File: src/rtl/pcm_rx.sv
// -----------------------------------------------------------------------------
// pcm_rx : serial PCM (I2S-format) audio receiver.
//
// bck, lrck and adata are oversampled on the system clock scki and each
// MSB-first channel slot is deserialized into one parallel sample. No clock
// is derived from bck; everything runs on the rising edge of scki.
//
// Parameters
//   DATA_W  sample width in bits (1..SLOT_W)
//   SLOT_W  bck periods per channel slot (lrck half-period)
//
// Ports
//   scki           in   system clock
//   rst            in   synchronous active-high reset
//   bck            in   serial bit clock (asynchronous, >= 8 scki periods)
//   lrck           in   word select, 0 = left, 1 = right (asynchronous)
//   adata          in   serial data, changes on bck falling edges
//   data_parallel  out  last completed sample, held between strobes
//   data_ch        out  channel of data_parallel
//   data_valid     out  one-scki strobe when data_parallel/data_ch update
//   frame_err      out  sticky slot-length error flag
//
// Build option
//   PCM_RX_FRAME_CHECK_EN  when defined, every boundary after the first
//                          checks that the finished slot held SLOT_W bck
//                          rises; otherwise frame_err is tied low.
// -----------------------------------------------------------------------------
module pcm_rx #(
    parameter int DATA_W = 24,
    parameter int SLOT_W = 32
) (
    input  logic              scki,
    input  logic              rst,
    input  logic              bck,
    input  logic              lrck,
    input  logic              adata,
    output logic [DATA_W-1:0] data_parallel,
    output logic              data_ch,
    output logic              data_valid,
    output logic              frame_err
);

    // k saturates at SLOT_W+1, so it needs to hold values 0..SLOT_W+1.
    localparam int K_W = $clog2(SLOT_W + 2);
    localparam logic [K_W-1:0] K_MAX  = K_W'(SLOT_W + 1);
    localparam logic [K_W-1:0] K_DATA = K_W'(DATA_W);

    localparam logic [1:0] ST_SYNC  = 2'd0;
    localparam logic [1:0] ST_SHIFT = 2'd1;
    localparam logic [1:0] ST_HOLD  = 2'd2;

    // ---------------------------------------------------------------------
    // Input synchronizers, plus a third flop on bck for edge detection.
    // ---------------------------------------------------------------------
    logic bck_s1_q, bck_s_q, bck_d_q;
    logic lrck_s1_q, lrck_s_q;
    logic adata_s1_q, adata_s_q;

    // NOTE: every flop is written with <= so all of them sample the values
    // from before the edge; blocking writes here would collapse the chain.
    always_ff @(posedge scki) begin
        if (rst) begin
            bck_s1_q   <= 1'b0;
            bck_s_q    <= 1'b0;
            bck_d_q    <= 1'b0;
            lrck_s1_q  <= 1'b0;
            lrck_s_q   <= 1'b0;
            adata_s1_q <= 1'b0;
            adata_s_q  <= 1'b0;
        end else begin
            bck_s1_q   <= bck;
            bck_s_q    <= bck_s1_q;
            bck_d_q    <= bck_s_q;
            lrck_s1_q  <= lrck;
            lrck_s_q   <= lrck_s1_q;
            adata_s1_q <= adata;
            adata_s_q  <= adata_s1_q;
        end
    end

    // ---------------------------------------------------------------------
    // Protocol state
    // ---------------------------------------------------------------------
    logic [1:0]        state_q, state_d;
    logic [K_W-1:0]    k_q, k_d, k_inc;
    logic              lrck_prev_q, lrck_prev_d;
    logic              primed_q, primed_d;
    logic              chan_q, chan_d;
    logic [DATA_W-1:0] sr_q, sr_d, sr_shift;
    logic [DATA_W-1:0] data_q, data_d;
    logic              ch_q, ch_d;
    logic              valid_q, valid_d;
    logic              rise, boundary;

    assign rise = bck_s_q & ~bck_d_q;

    // lrck_prev is only meaningful after it has been loaded by one rise
    // since reset; without this, coming out of reset inside a right slot
    // would look like a boundary against the reset value 0.
    assign boundary = rise & primed_q & (lrck_s_q != lrck_prev_q);

    assign k_inc    = (k_q == K_MAX) ? k_q : k_q + 1'b1;
    assign sr_shift = (sr_q << 1) | DATA_W'(adata_s_q);

    // NOTE: every signal assigned below receives a default first, so no
    // path leaves one unassigned and no latch is inferred.
    always_comb begin
        state_d     = state_q;
        k_d         = k_q;
        lrck_prev_d = lrck_prev_q;
        primed_d    = primed_q;
        chan_d      = chan_q;
        sr_d        = sr_q;
        data_d      = data_q;
        ch_d        = ch_q;
        valid_d     = 1'b0;

        if (rise) begin
            primed_d    = 1'b1;
            lrck_prev_d = lrck_s_q;
            // The bit at the boundary rise (k = 0) still belongs to the
            // previous slot; the new slot's bits sit at k = 1..DATA_W.
            k_d         = boundary ? '0 : k_inc;

            case (state_q)
                ST_SYNC: begin
                    if (boundary) begin
                        state_d = ST_SHIFT;
                        chan_d  = lrck_s_q;
                    end
                end
                ST_SHIFT: begin
                    sr_d = sr_shift;
                    if (boundary) begin
                        // Slot shorter than DATA_W: drop it, start over.
                        chan_d = lrck_s_q;
                    end else if (k_d == K_DATA) begin
                        data_d  = sr_shift;
                        ch_d    = chan_q;
                        valid_d = 1'b1;
                        state_d = ST_HOLD;
                    end
                end
                ST_HOLD: begin
                    if (boundary) begin
                        state_d = ST_SHIFT;
                        chan_d  = lrck_s_q;
                    end
                end
                default: state_d = ST_SYNC;
            endcase
        end
    end

    always_ff @(posedge scki) begin
        if (rst) begin
            state_q     <= ST_SYNC;
            k_q         <= '0;
            lrck_prev_q <= 1'b0;
            primed_q    <= 1'b0;
            chan_q      <= 1'b0;
            sr_q        <= '0;
            data_q      <= '0;
            ch_q        <= 1'b0;
            valid_q     <= 1'b0;
        end else begin
            state_q     <= state_d;
            k_q         <= k_d;
            lrck_prev_q <= lrck_prev_d;
            primed_q    <= primed_d;
            chan_q      <= chan_d;
            sr_q        <= sr_d;
            data_q      <= data_d;
            ch_q        <= ch_d;
            valid_q     <= valid_d;
        end
    end

    assign data_parallel = data_q;
    assign data_ch       = ch_q;
    assign data_valid    = valid_q;

    // ---------------------------------------------------------------------
    // Optional slot-length check
    // ---------------------------------------------------------------------
`ifdef PCM_RX_FRAME_CHECK_EN
    // A correct slot holds SLOT_W rises at k = 0..SLOT_W-1, so k must read
    // SLOT_W-1 when the next boundary arrives. The boundary that leaves
    // SYNC has no complete slot behind it and is not checked.
    localparam logic [K_W-1:0] K_LAST = K_W'(SLOT_W - 1);

    logic frame_err_q;

    always_ff @(posedge scki) begin
        if (rst) begin
            frame_err_q <= 1'b0;
        end else if (boundary && (state_q != ST_SYNC) && (k_q != K_LAST)) begin
            frame_err_q <= 1'b1;
        end
    end

    assign frame_err = frame_err_q;
`else
    assign frame_err = 1'b0;
`endif

endmodule
File: config.mk
export PLATFORM = sky130hd
export DESIGN_NAME = pcm_rx
export DESIGN_NICKNAME = d
export VERILOG_FILES = /design/src/rtl/pcm_rx.sv
export SDC_FILE = /design/constraint.sdc
export NUM_CORES = 1
export LEC_CHECK = 0
export BUFFER_PORTS_ARGS = -buffer_cell sky130_fd_sc_hd__buf_2
export CAP_MARGIN = 10
export CORE_ASPECT_RATIO = 0.5
export CORE_UTILIZATION = 50
export CTS_CLUSTER_DIAMETER = 50
export DETAILED_ROUTE_END_ITERATION = 10
export GPL_TIMING_DRIVEN = 0
export PLACE_DENSITY = 0.71
export REMOVE_ABC_BUFFERS = 1
export SKIP_CTS_REPAIR_TIMING = 1
export SYNTH_ARGS = -nofsm -noshare
export SYNTH_HDL_FRONTEND = slang
export SYNTH_SLANG_ARGS = --single-unit
File: constraint.sdc
create_clock -name scki -period 2 [get_ports scki]
set_clock_uncertainty 0.05 [all_clocks]
set_input_delay 0.2 -clock scki [delete_from_list [all_inputs] [get_ports scki]]
set_output_delay 0.2 -clock scki [all_outputs]
set_load 0.02 [all_outputs]
==> metrics.md <==
| Metric | Value |
|---|---|
| Vias in the first global route | `2037` |
| Clk slew on worst S/H paths | `0.06 ns` |
| Clk buf depth | `2` |
| Dpl hpwl | `3350 um` |
| Min Tclk post-route | `2.02 ns` |
| Count leader, synth | `dfxtp_1` |
| Top cell type's share of synthesized area | `47.5%` |
| Status | `finished, violations left` |
| Top Ports | `32` |
| R2R Setup Slk | `-0.02 ns` |
| Count of pins over their slew limit | `0` |
| First-pass GRT wire length | `9240 um` |
| Port Buf Inserts | `30` |
| Cells after Synth | `325` |
| P per Cell Area | `841 mW/mm2` |
| Gate power share | `about 4%` |
| Row Count | `18` |
| Core box area | `0.00518 mm2` |
| Largest area contributor in the netlist | `dfxtp_1` |
| Share of cells above drive strength 1 | `28.9%` |
| Setup TNS | `-0.0194 ns` |
| Remaining DRCs | `0` |
| Critical R2R Capture | `data_parallel[19]` |
| Dpl cells | `394` |
| Die Y | `55.1 um` |
| Htree depth | `3` |
| Via count | `2691` |
| Root Buffer | `clkbuf_16` |
| Synth area leaders | `dfxtp_1 48%, a21oi_1 10%, nand2_1 7.1%, o31ai_1 6.7%, nand4_1 6.0%` |
| TritonRoute pass-1 iters | `5` |
| Initial core utilization | `around 54%` |
| Initial antenna violation count | `0` |
| Clock Latency Late Sink | `0.32 ns` |
| Max frequency | `slightly below 500 MHz` |
| Routability Congestion | `0.761` |
| CP Class | `flop to flop` |
| Predominant post-synthesis flop cell | `dfxtp_1` |
| Final Cycle Share | `101%` |
| Max VDD drop | `between 0.0005 and 0.0006 V` |
| Share of power burned in the clock network | `51.7%` |
| Crit. End Element | `flop` |
| R2R Path Start | `k_q[0]` |
| Unrepaired setup endpoints after global routing | `true` |
| Min-Delay Path Class | `input port to flop` |
| Total of max-cap violations | `0` |
| Number of diodes | `0` |
| Worst slew pin tran | `approximately 1.2 ns` |
| Final Worst Setup Slack | `-0.0194 ns` |
| CTS tree | `built` |
| GRT Residual Overflow | `0` |
| Register area share after synthesis | `~48%` |
| Pint | `2380 uW` |
| Violated checks | `negative setup slack` |
| Post-synthesis cell type count | `45` |
| Fill cell count | `376` |
| Hold Path Sink | `adata_s1_q` |
| WL final | `7820 um` |
| Final net count | `362` |
| Pre-CTS setup slack | `-1.05 ns` |
| Syn-to-layout area delta | `28.1%` |
| CTS buffer count | `9` |
| Pleak | `0.00121 uW` |
| Routed len/inst | `18.2 um` |
| Final Hold Viols | `0` |
| Hold Path Origin | `adata` |
| Detail-routed via count per cell | `6.26` |
| WHS Path Cells | `2` |
| CP Launch Type | `flop` |
| Worst Path Max Fanout | `6` |
| DR iter-0 viols | `221` |
| Horiz. Die Dim | `between 100 and 150 um` |
| WP data arrival | `~2.1 ns` |
| Antenna viol nets, final | `0` |
| Clock tree sinks | `67` |
| NetSw | `659 uW` |
| Cell area after synthesis | `roughly 0.0028 mm2` |
| Yosys warnings | `0` |
| Slew headroom | `roughly a fifth` |
| Average size of a mapped cell | `slightly below 9 um2` |
| Final non-filler cell total | `430` |
| #FFs+latches synth | `67` |
| Async set or reset register ratio after synthesis | `0%` |
| # setup viols final | `1` |
| Post-synth EDFFs | `0` |
| Total track usage | `20.4%` |
| Die ar. | `0.00597 mm2` |
| Critical Path RT | `2.10 ns` |
| Switching Fraction | `21.7%` |
| Largest net degree at the start of global routing | `between 60 and 70` |
| Post-synth top cells | `67 x dfxtp_1, 57 x a21oi_1, 53 x nand2_1` |
| Register share of total power | `between 40% and 50%` |
| Worst R2R Path Depth | `6` |
==> area by class of cell <==
type	instances	area, um2	share of cell area (%)
well taps	70	87.6	2.42
repair buffers	42	269	7.44
clock buffers	10	239	6.61
flip-flops and latches	67	1350	37.4
multi-input cells	232	1590	44.0
inverters	3	13.8	0.381
clock inverters	6	63.8	1.77
==> through the flow <==
step                      cell area, um2  power (uW)  util, %  hold WS, ns
after floorplan                     2630        1410        -        0.219
after global placement              2870        1440     55.4        0.358
after detailed placement            2870        1450     55.5        0.364
after CTS                           3180        3010     61.3       0.0253
after global routing                3610        3130     69.8       0.0535
final                               3610        3040     69.8       0.0333
==> placed cells by master, fill, tap and decap left out, types with 2 or more instances in the layout <==
cell        instances
o31ai_1            10
nand3_4             3
buf_4               9
o31ai_2            15
nand3_1             3
a21oi_1            57
nand2b_1            3
and3_4              2
buf_2              30
o21ai_0             3
nand4_1            27
o211ai_4            4
clkinvlp_4          2
o211a_4             3
nand2_1            53
inv_1               2
or3_1               2
dfxtp_4             2
buf_12              2
clkinv_2            2
or2_2               2
and2_1              3
nor2_1              6
nor3_1              2
dfxtp_1            63
clkbuf_16           9
dfxtp_2             2
nor2b_1             7
==> worst max-delay path by stage <==
stage / startpoint / endpoint
global route: k_q[0] / data_parallel[13]
floorplan: bck_d_q / data_ch
CTS: bck_d_q / data_parallel[2]
finish: k_q[0] / data_parallel[19]
global placement: bck_d_q / data_parallel[17]
detailed placement: bck_d_q / data_parallel[2]
==> cell families after synthesis <==
group,after synthesis,synth area share [%]
AOI/OAI and AO/OA,97,21.2
adders and majority gates,2,0.887
other,1,0.133
xor gates and xnor gates,1,0.310
and+or+nand+nor,122,22.4
buffers and inverters,34,7.09
DFF,67,47.5
muxes,1,0.355
==> critical path, cell delays in order (launching register included) <==
cell and delay [ns]:
dfxtp_4 0.39, ha_4 0.13, nor4b_4 0.30, and3_4 0.37, o211ai_4 0.18, o31ai_1 0.32, a21oi_1 0.10
==> per-layer routing <==
layer  GRT usage [%]  wire length (um)  vias to the layer above
li1                -                 -                     1244
met1            24.2              3310                     1317
met2            35.4              3740                      116
met3            6.79               625                       14
met4            8.22               135                        0
met5               0                 0                        -
==> sequential cells by signal, indices dropped and copies added (netlist names) <==
register	flops
bck_d_q	1
lrck_s1_q	1
data_ch	1
state_q	2
k_q	6
adata_s1_q	1
lrck_prev_q	1
chan_q	1
data_parallel	24
bck_s_q	1
lrck_s_q	1
adata_s_q	1
primed_q	1
sr_q	23
bck_s1_q	1
data_valid	1
==> power by group through the flow <==
| stage | clock network (uW) | registers [uW] | logic, uW |
|---|---|---|---|
| floorplan | 0 | 1380 | 33.5 |
| global placement | 0 | 1380 | 63.5 |
| detailed placement | 0 | 1380 | 65.6 |
| CTS | 1590 | 1350 | 65.8 |
| global route | 1660 | 1350 | 126 |
| finish | 1570 | 1350 | 120 |
Power figures use the tool's default switching activity.
